==> src/rtl/odd_cnt_checker_sat_counter.sv <==
// sat_counter: W-bit saturating up-counter; ports clk, reset, clear (zeroes, inc still counts), inc, cnt
module sat_counter #(
  parameter int W = 16
) (
  input  logic         clk,
  input  logic         reset,
  input  logic         clear,
  input  logic         inc,
  output logic [W-1:0] cnt
);
  always_ff @(posedge clk)
    cnt <= reset ? '0 : clear ? W'(inc) : (inc && cnt != '1) ? cnt + W'(1) : cnt;
endmodule

==> config.mk <==
export PLATFORM = sky130hd
export DESIGN_NAME = sat_counter
export DESIGN_NICKNAME = d
export VERILOG_FILES = /design/src/rtl/odd_cnt_checker_sat_counter.sv
export SDC_FILE = /design/constraint.sdc
export NUM_CORES = 1
export LEC_CHECK = 0
export ABC_CLOCK_PERIOD_IN_PS = 2000
export CAP_MARGIN = 20
export CORE_UTILIZATION = 47
export DETAILED_ROUTE_END_ITERATION = 16
export PLACE_DENSITY_LB_ADDON = 0.12
export SYNTH_ARGS = -nofsm -noshare
export SYNTH_HDL_FRONTEND = slang
export SYNTH_SLANG_ARGS = --single-unit
==> constraint.sdc <==
create_clock -name clk -period 2 [get_ports clk]
set_input_delay 0.3 -clock clk [delete_from_list [all_inputs] [get_ports clk]]
set_output_delay 0.3 -clock clk [all_outputs]
set_load 0.01 [all_outputs]
After elaboration in Yosys (flattened, before gate mapping)
Cells that the tools add are included.
- add/subtract/negate cells: 1
- equal/unequal tests: 1
- reductions and logical operators: 3
- multiplexer cells: 2
- operators with widths (operator ; number):
    $add 16x1->16 const B ; 1
    $ne 16x16->1 const B ; 1
    $mux 1 ; 2
    $reduce_bool 2->1 ; 1
    $reduce_or 2->1 ; 1
    $logic_and 1x1->1 ; 1
- input bits: 4
- logic and storage cells: 9
- flip-flop bits (word level): 16
- output and inout port bits: 16

Longest topological paths before layout
- word-level depth: 4
- mapped depth: 6
- depth with buffers taken out: 5

Worst setup path after synthesis
OpenSTA, ideal clock, no wires.
- path type: flip-flop to flip-flop
- from: register cnt[0]
- to: register cnt[0]
- data required time: 1.913 ns
- library setup time: 0.087 ns
- period minus slack after synthesis: 1.856 ns
- buffers on the path: 0
- arrival time: 1.769 ns
- stages on the path, launching flop included: 6
- setup slack: 0.144 ns
- cells stage by stage: dfxtp_1 > ha_1 > nand4_1 > or4_4 > a2111o_1 > o31ai_1
- cells in the longest elaborated chain, start to end: 3
- elaborated cells on any way between the ends: 6
- those cells by class: add/sub (1); eq/ne (1); mux (2); reduce/logical (2)
- ends and longest elaborated chain (item ; RTL line ; RTL):
    from (decl) ; 9 ; output logic [W-1:0] cnt
    from (signal assigned) ; 12 ; cnt <= reset ? '0 : clear ? W'(inc) : (inc && cnt != '1) ? cnt + W'(1) : cnt;
    $add 16x1->16 or $ne 16x16->1 (tied branches) ; 12 ;
    $mux 1 or $logic_and 1x1->1 (tied branches) ; 12 ;
    $mux 1 or $reduce_bool 2->1 (tied branches) ; n/a ;
Parallel ways exist; a longest one is shown, timed or not. The select of a mux whose other input is x is not followed.
A chain may end at the register's enable or synchronous reset.

Final worst setup path
Ends and elaborated chain as after synthesis.

==> summary.txt <==
Status
  • Status: completed

Worst setup path
  • CP endpoint kind: register
  • Critical path capture point: cnt[0]
  • CP Max Fanout: 5
  • Crit path cell chain: ha_2 -> nand4_1 -> or4_4 -> a2111o_1 -> o31ai_1
  • R2R cell count: 5
  • Critical Path Max Stage Delay: 610 ps
  • CP max stage cell: or4_4
  • Crit Path Class: register to register
  • CP startpoint: cnt[0]
  • WP data arrival: 2090 ps
  • R2R Setup Slk: 110 ps
  • Worst path required time: 2200 ps
  • Type of origin of the critical path: register
  • Reg-to-reg endpoint: cnt[0]
  • RR Startpoint: cnt[0]

CTS
  • Reg clk slew, reported paths: 90 ps
  • # Post-CTS Setup Buffers: 0
  • CTS sink cnt: 16
  • Clock Tree Root: clkbuf_4
  • Worst-Skew Late Latency: 280 ps
  • Cts bufs inserted: 3
  • Clock Path Buffers: 2
  • H-tree Lvls: 1
  • TritonCTS clock tree: done

Synth
  • Synth cell types: 29
  • Cell accounting for the most synthesized area: dfxtp_1
  • Compound-cell area share of the yosys netlist: 24.85%
  • Post-Synth XOR/XNOR Area: 0%
  • Cell area after synthesis: 830.8 µm²
  • Flops & latches, synth: 16
  • Synth Area in Adders: 1.506%
  • Mapped Nets: 104
  • Simple-Gate Fraction of Synth Area: 30.72%
  • Sequential share of the synthesized area: 38.55%
  • Post-synthesis mux area share: 0%
  • Top post-synthesis cells by area: dfxtp_1, a21oi_1, o31ai_1
  • Mean Syn Cell Area: 8.392 µm²
  • Synth top area share: 38.55%
  • YS warnings: 0
  • Main combinational cell family by area after synthesis: simple AND/OR/NAND/NOR gates
  • Cells after Synth: 99

Route
  • Detailed-route DRC error count: 0
  • DR vias/cell: 6.315
  • Initial DRC Count: 25
  • Mean routed wirelength per cell: 14.29 µm
  • Antenna viol nets, final: 0
  • Total number of vias: 903
  • DR pass1 iterations: 4
  • Post-Route WL: 2044 µm

Die
  • Die Ht: 44.05 µm
  • Core area: 1577 µm²
  • Std-Cell Rows: 14
  • Die Span X: 44.05 µm
  • # IOs: 20
  • Total Die Area: 1940 µm²
  • Initial Util: 52.70%

Placement
  • Port buffer count: 19
  • Dpl cell area: 1099 µm²
  • Routability Congestion: 0.8682
  • DP HPWL: 1549 µm
  • Worst slack, placed: 66.09 ps

GRT
  • First-pass GRT wire length: 3788 µm
  • Grt total ovfl: 0
  • Gr usage total: 25.32%
  • Vias in the first global route: 909
  • Largest net degree at the start of global routing: 15
  • Initial antenna violation count: 0

STA
  • Relative slew slack: 64.25%
  • Post-route worst setup slack: 109.6 ps
  • Maximum clock rate: 529.0 MHz
  • Setup Skew: 0.6417 ps
  • Count of final hold-check violations: 0
  • RSZ-0062 raised after global routing: no
  • Hold Slack: 502.5 ps
  • Tightest Pin Transition: 531.4 ps
  • Slew Limit Fails: 0
  • # setup viols final: 0
  • Tmin final: 1890 ps
  • Setup_tns: 0 ps
  • Period Utilization, post-route: 94.52%

Job
  • Max cap viols: 0

Cells and area
  • Layout cells sized above 1: 15.75%
  • Layout area overhead: 36.30%
  • Biggest regs: cnt: 16 flops
  • Post-Layout Inst Area: 1132 µm²
  • Layout Nets: 134
  • Max FFs per register: 16
  • Inserted Diodes: 0
  • Most frequent cells in the layout: clkdlybuf4s50_1, dfxtp_1, a21oi_1
  • Commonest non-fill, non-tap cell in the layout: clkdlybuf4s50_1
  • Largest Register: cnt

Worst hold path
  • Hold crit path type: register to register
  • Hold Crit Depth: 2

Power
  • P_leak: 0.3533 nW
  • Cell area power density: 461.3 nW/µm²
  • Max VDD drop: 0.4195 mV
  • Total power: 0.5223 mW
-- critical path, delay by kind of cell, from the launching register on --
family                   cells  cell delay (ps)
flip-flops                   1              360
adder cells (fa/ha/maj)      1              200
AND/OR/NAND/NOR              2              760
AO/OA/AOI/OAI                2              480
-- how the worst min path moves through the flow --
stage	from	to	slack [ps]
detailed placement	cnt[15]	cnt[15]	500
global placement	cnt[15]	cnt[15]	490
finish	cnt[15]	cnt[15]	500
global route	cnt[15]	cnt[15]	560
floorplan	reset	cnt[0]	400
CTS	cnt[15]	cnt[15]	510
-- power breakdown --
part | leakage [nW] | switching (mW) | internal (mW) | total (mW)
combinational | 0.210 | 0.0149 | 0.0148 | 0.0297
sequential | 0.130 | 0.00217 | 0.321 | 0.323
clock | 0.0138 | 0.0995 | 0.0700 | 0.169
-- Yosys cell counts (all sizes together) --
master / count
o311ai: 1
o31ai: 8
buf: 3
or2: 1
a31oi: 1
nor2: 1
or4: 7
a21oi: 13
a2111o: 1
o2111ai: 1
o41ai: 1
and4: 5
nor2b: 1
and3: 1
nand4: 5
ha: 1
nand2: 5
nor3: 2
a211oi: 1
nor4: 1
clkbuf: 1
o21ai: 6
inv: 5
or3: 4
nand3: 7
dfxtp: 16
-- metrics by stage --
step | util (%) | cells
2_1_floorplan | - | 99
3_3_place_gp | 69.68 | 140
3_5_place_dp | 69.68 | 140
4_1_cts | 71.11 | 143
5_1_grt | 71.83 | 143
6_report | 71.83 | 143
-- layer usage --
layer	up-vias	GRT usage (%)	share of wire, %
li1	456	-	-
met1	426	31.38	45
met3	4	4.082	2.9
met2	17	44.12	51
met4	0	9.091	0.73
met5	-	0	0
-- final cells by class --
class | instances | area (µm²)
timing repair buffer | 29 | 265.3
multi-input combinational | 74 | 483.0
tap | 16 | 20.02
sequential | 16 | 322.8
inverter | 5 | 18.77
clock buffer | 3 | 22.52
fill | 127 | 444.2
-- what timing repair did --
action | CTS | global route
setup endpoints to repair | 0 | 6
gates resized for setup | 0 | 4
hold buffers | 0 | 0
-- logic make-up after synthesis --
group / Yosys count
buf+inv: 9
flops: 16
fa+ha+maj: 1
compound gates: 33
simple gates: 40
No activity file was read; power rests on OpenSTA's default activity.
